<file path="config.mk">
export PLATFORM = sky130hd
export DESIGN_NAME = jt49_bus_sched
export DESIGN_NICKNAME = d
export VERILOG_FILES = /design/src/rtl/jt49_ctl_pkg.sv /design/src/rtl/jt49_rr_arb2.sv /design/src/rtl/jt49_bus_sched.sv
export SDC_FILE = /design/constraint.sdc
export NUM_CORES = 1
export LEC_CHECK = 0
export ABC_AREA = 1
export CAP_MARGIN = 40
export CORE_UTILIZATION = 35
export CTS_CLUSTER_SIZE = 20
export DETAILED_ROUTE_END_ITERATION = 8
export PLACE_DENSITY = 0.76
export SLEW_MARGIN = 10
export SYNTH_ARGS = -nofsm -noshare
export SYNTH_HDL_FRONTEND = slang
export SYNTH_SLANG_ARGS = --single-unit
export TNS_END_PERCENT = 20
</file>
<file path="constraint.sdc">
create_clock -name clk -period 1.3 [get_ports clk]
set_input_delay 0.13 -clock clk [delete_from_list [all_inputs] [get_ports clk]]
set_output_delay 0.13 -clock clk [all_outputs]
set_load 0.1 [all_outputs]
</file>
<file path="src/rtl/jt49_ctl_pkg.sv">
// Shared encodings for the JT49 bus scheduler: FSM states and the {bdir,bc1} pin codes.
package jt49_ctl_pkg;

  typedef enum logic [2:0] {
    IDLE = 3'd0,
    ADDR = 3'd1,
    GAP1 = 3'd2,
    XFER = 3'd3,
    GAP2 = 3'd4,
    ACK  = 3'd5
  } state_t;

  localparam logic [1:0] INACT = 2'b00;
  localparam logic [1:0] READ  = 2'b01;
  localparam logic [1:0] WRITE = 2'b10;
  localparam logic [1:0] LATCH = 2'b11;

  // Pin code presented while the FSM sits in a given state.
  function automatic logic [1:0] pins_for(input state_t st, input logic wr);
    case (st)
      ADDR:    return LATCH;
      XFER:    return wr ? WRITE : READ;
      default: return INACT;
    endcase
  endfunction

endpackage

</file>
<file path="src/rtl/jt49_rr_arb2.sv">
// Two-way round-robin arbiter: combinational one-hot grant, pointer updated on advance.
module jt49_rr_arb2 (
  input  logic       clk,
  input  logic       rst,
  input  logic [1:0] req,
  input  logic       advance,
  output logic [1:0] grant
);

  // prio1 set means requester 1 wins a tie; cleared so requester 0 wins first.
  logic prio1;

  always_comb begin
    grant = req;
    if (req == 2'b11) grant = prio1 ? 2'b10 : 2'b01;
  end

  always_ff @(posedge clk or posedge rst) begin
    if (rst)                   prio1 <= 1'b0;
    else if (advance && |grant) prio1 <= grant[0];
  end

endmodule

</file>
<file path="src/rtl/jt49_bus_sched.sv">
// Serialises two requesters onto the AY/YM PSG BDIR/BC1 bus: latch address, gap,
// data transfer (write or read), gap, then a one-cycle ack to the granted requester.
module jt49_bus_sched
  import jt49_ctl_pkg::*;
#(
  parameter int HOLD   = 2,
  parameter int RD_LAT = 2
) (
  input  logic        clk,
  input  logic        rst,
  input  logic [1:0]  req,
  input  logic [1:0]  we,
  input  logic [7:0]  addr,
  input  logic [15:0] wdata,
  output logic [1:0]  ack,
  output logic [7:0]  rdata,
  output logic        bdir,
  output logic        bc1,
  output logic [7:0]  bus_dout,
  input  logic [7:0]  psg_din,
  output logic        busy
);

  localparam logic [3:0] WR_LEN = 4'(HOLD - 1);
  localparam logic [3:0] RD_LEN = 4'(HOLD + RD_LAT - 1);

  state_t     state, state_nxt;
  logic [3:0] cnt, cnt_nxt;
  logic [1:0] grant;
  logic       start, sel;
  logic       gnt, we_q;
  logic [7:0] wdata_q;
  logic [3:0] addr_sel;

  assign start    = (state == IDLE) && |req;
  assign sel      = grant[1];
  assign addr_sel = sel ? addr[7:4] : addr[3:0];
  assign busy     = (state != IDLE);

  jt49_rr_arb2 u_arb (
    .clk     (clk),
    .rst     (rst),
    .req     (req),
    .advance (start),
    .grant   (grant)
  );

  // Each phase loads cnt with its length minus one and leaves when cnt hits zero.
  always_comb begin
    state_nxt = state;
    cnt_nxt   = cnt;
    case (state)
      IDLE: if (start) begin
        state_nxt = ADDR;
        cnt_nxt   = WR_LEN;
      end
      ADDR: if (cnt == 4'd0) begin
        state_nxt = GAP1;
        cnt_nxt   = 4'd0;
      end else cnt_nxt = cnt - 4'd1;
      GAP1: begin
        state_nxt = XFER;
        cnt_nxt   = we_q ? WR_LEN : RD_LEN;
      end
      XFER: if (cnt == 4'd0) begin
        state_nxt = GAP2;
        cnt_nxt   = 4'd0;
      end else cnt_nxt = cnt - 4'd1;
      GAP2: begin
        state_nxt = ACK;
        cnt_nxt   = 4'd0;
      end
      ACK:     state_nxt = IDLE;
      default: state_nxt = IDLE;
    endcase
  end

  // Pins and ack are decoded from the next state so they line up with the state cycle.
  always_ff @(posedge clk or posedge rst) begin
    if (rst) begin
      state      <= IDLE;
      cnt        <= 4'd0;
      gnt        <= 1'b0;
      we_q       <= 1'b0;
      wdata_q    <= 8'h00;
      {bdir,bc1} <= INACT;
      bus_dout   <= 8'h00;
      ack        <= 2'b00;
      rdata      <= 8'h00;
    end else begin
      state      <= state_nxt;
      cnt        <= cnt_nxt;
      {bdir,bc1} <= pins_for(state_nxt, we_q);
      ack        <= (state_nxt == ACK) ? (gnt ? 2'b10 : 2'b01) : 2'b00;
      if (start) begin
        gnt      <= sel;
        we_q     <= we[sel];
        wdata_q  <= sel ? wdata[15:8] : wdata[7:0];
        bus_dout <= {4'h0, addr_sel};
      end
      if (state == GAP1 && we_q) bus_dout <= wdata_q;
      if (state == XFER && !we_q && cnt == 4'd0) rdata <= psg_din;
    end
  end

endmodule

</file>
==> results of run 1 <==
==> layer usage <==
metal	vias up	part of all wire
li1	835	-
met1	751	0.44
met2	61	0.49
met3	4	0.071
met4	0	0.0040
met5	-	0
==> metrics by stage <==
stage | power [mW] | instance area [um^2] | hold WS, ps
final | 8.030 | 2948 | 180.1
after floorplan | 5.148 | 1809 | 272.0
after detailed placement | 7.023 | 2765 | 419.2
after global placement | 6.923 | 2765 | 413.2
after CTS | 7.960 | 2888 | 191.3
after global routing | 8.495 | 2948 | 203.5
==> cell type report <==
class,count,area share
clock buffer,6,0.02801
timing repair buffer,75,0.3251
clock inverter,2,0.004244
tap,67,0.02844
inverter,25,0.03523
sequential,38,0.3226
multi-input combinational,145,0.2564
==> timing repair <==
| action | CTS | global route |
|---|---|---|
| resized for setup | 6 | 17 |
| pin swaps | 1 | 7 |
| hold buffers | 0 | 0 |
| buffers inserted | 0 | 2 |
| endpoints found under the setup margin | 15 | 33 |
| gates cloned | 1 | 0 |
==> cells in the mapped netlist (all sizes together) (2+ instances only) <==
cell,number
ha,2
buf,4
dfrtp,38
o21ai,31
nor2,20
inv,25
nand2,66
o22ai,2
nand3,17
==> final timing paths <==
path	from	end	slack (ps)	cells past startpoint
setup / recovery	state[2]$_DFF_PP0_	busy	-70	4
hold / removal	rst	bus_dout[4]$_DFFE_PP0P_	180	3
setup reg to reg	state[2]$_DFF_PP0_	wdata_q[1]$_DFFE_PP0P_	-60	7
hold reg to reg	gnt$_DFFE_PP0P_	ack[0]$_DFF_PP0_	430	1
max in group asynchronous	rst	state[0]$_DFF_PP0_	920	3
min in group clk	psg_din[3]	rdata[3]$_DFFE_PP0P_	390	3
==> flip-flops by register name, summed over array words and instances, names as in the netlist <==
register     flops
ack              2
cnt              4
state            3
gnt              1
bdir             1
bus_dout         8
wdata_q          8
we_q             1
u_arb.prio1      1
bc1              1
rdata            8
==> power groups by stage <==
| stage | clock (mW) | sequential [mW] | combinational (mW) |
|---|---|---|---|
| 6_report | 0.845 | 2.14 | 5.04 |
| 5_1_grt | 0.931 | 2.20 | 5.36 |
| 4_1_cts | 0.860 | 2.14 | 4.96 |
| 3_5_place_dp | 0 | 2.16 | 4.86 |
| 3_3_place_gp | 0 | 2.14 | 4.78 |
| 2_1_floorplan | 0 | 3.79 | 1.36 |
==> kinds of logic (layout without fill, tap and decap cells) <==
| group | after synthesis | in the layout |
|---|---|---|
| AO/OA/AOI/OAI | 36 | 36 |
| flip-flops | 38 | 38 |
| XOR/XNOR | 1 | 1 |
| AND/OR/NAND/NOR | 105 | 106 |
| adder cells (fa/ha/maj) | 2 | 2 |
| buffers and inverters | 30 | 108 |
==> worst max-delay path, delay by kind of cell (launching register included) <==
kind	cells	cell delay, ps
AND/OR/NAND/NOR	2	260
flip-flops	1	430
buffers and inverters	2	270
==> run metrics, run 1 <==
first drt pass iteration count=4; Final Cycle Share=1.057; Num CTS Buffers=5; Synth Warn #=0; min Tclk post-route=between 1000 and 1500 ps; post-synth top area cell=dfrtp_1; port bufs=58; gr ovfl total=0; most frequent cells in the layout=nand2_1 (63), dfrtp_1 (38), clkdlybuf4s50_1 (37), buf_12 (23), inv_1 (19); Worst Path Required=1170 ps; H-tree depth=2; CTS tree=built; met2 usage=0.2844; asr flop ratio synth=1.000; global-route usage over all layers=0.1680; main area contributors after synthesis=dfrtp_1 (53%), nand2_1 (13%), o21ai_0 (5.0%); first-pass GRT wire length=6975 um; Seq. cell area=950.9 um^2; Data arrival, critical path=around 1200 ps; Crit. End Element=primary output; Placed Cells=347; Post-synth EDFFs=0; Starting Density=0.3716; RSZ-0062 raised after global routing=true; Syn Std Cell Area=about 1800 um^2; Die Y=73.75 um; syn_nets=252; Die X=~74 um; worst rel slew slack=0.6780; slowest CP cell=dfrtp_1; Yosys top cell area share=0.5278; DRT iter0 DRCs=83; post-DP HPWL=2975 um; pin count of the biggest net entering global routing=39; CTS clock-pin slew for the worst setup and hold paths=approximately 80 ps; Post-synth top flop=dfrtp_1; residual DRC count=0; Ant. Diodes=0; Routed Antenna Nets=0; TNS Setup=-370.1 ps; Synth Area in Compound Gates=0.1257; CP Cell Sequence=nor2_2 > nand2_4 > buf_6 > buf_12; Hold Fails Final Rpt=0; Cell Rows=25; nets=330; Final WS setup=-74.15 ps; vias in the first global route=roughly 1600; CTS Root Cell=clkbuf_8; Wirelength per Cell=approximately 11 um; Core Region=4848 um^2; Setup Crit Path Kind=reg2out; Cells after Synth=roughly 210; VDD IR max=between 1 and 1.5 mV; Max-Cap Viols=0; post-synthesis xor/xnor area fraction=0.004861; M3 GR Usage=0.06722; Sw Pwr=about 4 mW; grt peak-use layer=met2; Largest stage delay, worst path=between 400 and 500 ps; fill cell count=around 410; post-synthesis sequential area ratio=0.5278; layout cells sized above 1=0.2543; flops & latches, synth=38; mux cell area share after synthesis=0; failing checks=setup timing; leak pwr=approximately 1.4 nW; antenna violations before repair=0; area of the multi-input gates=755.7 um^2; fmax=slightly above 700 MHz; post-synth cell types=25; Post-Synth Adder-Cell Area=0.01389; Switching Share=0.4961; final wirelength=4050 um; PD cells=between 2000 and 3000 nW/um^2; Layout Cells excl Fill=between 300 and 400; Syn-to-layout area delta=63.61%; CP max FO=4; Pins Over Slew Limit=0; pre-CTS WS=-179.4 ps; Max Buffers Root-to-Sink=2; Via density=4.612; die area=between 5000 and 6000 um^2; Seq pwr share=0.267; worst min path class=in2async; Gate power share=0.628; worst-skew pair later-pin latency=280 ps; Layout Utilization=0.6080; Fin Clk Skew=4.703 ps; Syn Area/Cell=around 8.5 um^2; clock share of power=0.105; CTS sink cnt=38; GPL Wtd Cong=roughly 0.8; outcome=finished, violations left; largest family of logic cells by synthesized area=simple AND/OR/NAND/NOR gates; worst-margin pin slew=slightly below 500 ps; num ports=59; simple-gate area share of the yosys netlist=0.2514; met1 Track Usage GR=0.2026; cell internal pwr=between 4 and 5 mW; commonest non-fill, non-tap cell in the layout=nand2_1; Startpoint Class=flip-flop; # setup viols final=8; total number of vias=1651
Note: power is estimated with default switching activity, not from simulation.
==> inputs of run 2 (changes only) <==
--- a/config.mk
+++ b/config.mk
@@ -7,6 +7,7 @@
 export LEC_CHECK = 0
 export ABC_AREA = 1
 export CAP_MARGIN = 40
+export CORE_ASPECT_RATIO = 1.5
 export CORE_UTILIZATION = 35
 export CTS_CLUSTER_SIZE = 20
 export DETAILED_ROUTE_END_ITERATION = 8
==> run metrics, run 2 (synthesis results as in run 1) <==
Seq pwr share=0.268 (about the same); vias in the first global route=1712 (+5.2%); Crit. End Element=primary output; Pins Over Slew Limit=0 (unchanged); CTS tree=built; global-route usage over all layers=0.1757 (+0.007626); Starting Density=0.3687 (-0.002949); Via density=4.767 (+3.4%); first-pass GRT wire length=7210 um (+3.4%); pin count of the biggest net entering global routing=39 (unchanged); CTS Root Cell=clkbuf_8; Worst Setup SP=state[0]$_DFF_PP0_; CTS sink cnt=38 (unchanged); hold_ws=187.8 ps (+7.717 ps); VDD IR max=1.848 mV (+47%); Layout Utilization=0.5955 (-0.01251); Die Y=89.88 um (+22%); fmax=746.3 MHz (+2.6%); Max Buffers Root-to-Sink=2 (unchanged); failing checks=setup timing; Setup Crit Path Kind=reg2out; worst rel slew slack=0.6833 (+0.005382); num ports=59 (unchanged); gr ovfl total=0 (unchanged); Max-Cap Viols=0 (unchanged); DRT iter0 DRCs=64 (-23%); outcome=finished, violations left; Top Registers=bus_dout (8), rdata (8), wdata_q (8); Startpoint Class=flip-flop; Wirelength per Cell=12.45 um (+10%); Syn-to-layout area delta=61.53%; cell internal pwr=4.068 mW (+0.54%); total number of vias=1697 (+2.8%); Switching Share=0.5093 (+0.01317); worst-skew pair later-pin latency=280 ps (about the same); first drt pass iteration count=4 (unchanged); layout cells sized above 1=0.2448 (-0.009468); post-DP HPWL=3142 um (+5.6%); Data arrival, critical path=1210 ps (-30 ps); antenna violations before repair=0 (unchanged); pre-CTS WS=-210.1 ps (-30.70 ps); # hold bufs at CTS=0 (unchanged); H-tree depth=2 (unchanged); worst-margin pin slew=474.5 ps (-8.065 ps); port bufs=58 (unchanged); worst min path class=in2async; Ant. Diodes=0 (unchanged); # setup viols final=1 (-7); Core Region=4887 um^2 (+0.80%); Fin Clk Skew=3.997 ps (-0.7056 ps); Gate power share=0.641 (+0.013); die area=5445 um^2 (+0.10%); Worst R2R Setup Slack=10 ps (+70 ps); Placed Cells=344 (-0.86%); Hold Fails Final Rpt=0 (unchanged); RSZ-0062 raised after global routing=true; final wirelength=4431 um (+9.4%); Num CTS Buffers=5 (unchanged); Routed Antenna Nets=0 (unchanged); Sw Pwr=4.222 mW (+6.0%); commonest non-fill, non-tap cell in the layout=nand2_1; TNS Setup=-39.87 ps (+330.2 ps); Final Cycle Share=1.031 (-0.02637); min Tclk post-route=1340 ps (-34.29 ps); FF-to-FF Start=state[0]$_DFF_PP0_; residual DRC count=0 (unchanged); CP max FO=4 (unchanged); CTS clock-pin slew for the worst setup and hold paths=70 ps (about the same); Layout Cells excl Fill=356 (-0.56%); GPL Wtd Cong=0.7932 (-1.8%); Cell Rows=31 (+24%); PD cells=2848 nW/um^2 (+4.6%); Die X=60.58 um (-18%); Worst Path Required=1170 ps (about the same); nets=330 (unchanged); clock share of power=0.091 (-0.014); leak pwr=1.384 nW (-1.3%); most frequent cells in the layout=nand2_1 (64), dfrtp_1 (37), clkdlybuf4s50_1 (37), buf_12 (23), inv_1 (19); Final WS setup=-39.87 ps (+34.29 ps)
==> run 2: changes by cell type in the layout (fill, tap and decap cells not counted), sizes merged <==
| cell | before | now |
|---|---|---|
| buf | 38 | 37 |
| clkbuf | 6 | 7 |
| clkinv | 2 | 0 |
| clkinvlp | 1 | 0 |
| inv | 24 | 25 |
| nand2 | 66 | 67 |
==> run 2: area by class of cell <==
cell class,count,area [um^2]
Sequential cell,38,952.2
Tap cell,66,82.58
Fill cell,435,1977
Inverter,25,98.84
Clock buffer,7,76.32
Timing Repair Buffer,74,939.7
Multi-Input combinational cell,146,760.7
==> run 2: timing repair <==
action | 4_1_cts | 5_1_grt
gates cloned | 1 | 1
buffers inserted | 1 | 2
pin swaps | 1 | 2
setup endpoints to repair | 18 | 35
gates resized for setup | 6 | 20
==> run 2: metrics by stage <==
step	power (mW)	area [um^2]
2_1_floorplan	5.148	1809
3_3_place_gp	6.950	2761
3_5_place_dp	7.063	2761
4_1_cts	7.906	2869
5_1_grt	8.684	2910
6_report	8.290	2910
==> run 2: critical path: stages (launching register included) <==
cell	delay (ps)
dfrtp_2	440
nor2_4	140
nand2_4	70
buf_6	120
buf_12	150
==> run 2: final timing paths <==
path	endpoint	cells after the start
worst min-delay path	bc1$_DFF_PP0_	3
worst max-delay path	busy	4
min in group clk	rdata[2]$_DFFE_PP0P_	3
max in group asynchronous	state[0]$_DFF_PP0_	3
worst min register to register	ack[0]$_DFF_PP0_	1
worst max register to register	we_q$_DFFE_PP0P_	6
==> run 2: power by group through the flow <==
stage                     logic (mW)  clock network (mW)  registers, mW
after floorplan                 1.36                   0           3.79
after global placement          4.80                   0           2.15
after detailed placement        4.89                   0           2.17
after CTS                       4.99               0.763           2.15
after global routing            5.58               0.820           2.28
final                           5.31               0.754           2.22
==> run 2: metal layers <==
| layer | wire, um | track usage | vias to the layer above |
|---|---|---|---|
| met4 | 116 | 0.08523 | 0 |
| met5 | 0 | 0 | - |
| met1 | 1697 | 0.1970 | 797 |
| met2 | 2443 | 0.3004 | 53 |
| met3 | 174 | 0.03885 | 11 |
| li1 | - | - | 836 |
==> inputs of run 3 (changes only) <==
--- a/config.mk
+++ b/config.mk
@@ -11,6 +11,7 @@
 export CORE_UTILIZATION = 35
 export CTS_CLUSTER_SIZE = 20
 export DETAILED_ROUTE_END_ITERATION = 8
+export GPL_ROUTABILITY_DRIVEN = 0
 export PLACE_DENSITY = 0.76
 export SLEW_MARGIN = 10
 export SYNTH_ARGS = -nofsm -noshare
==> results of run 3 <==
The final DEF is identical to that of run 2; final timing and power are the same.
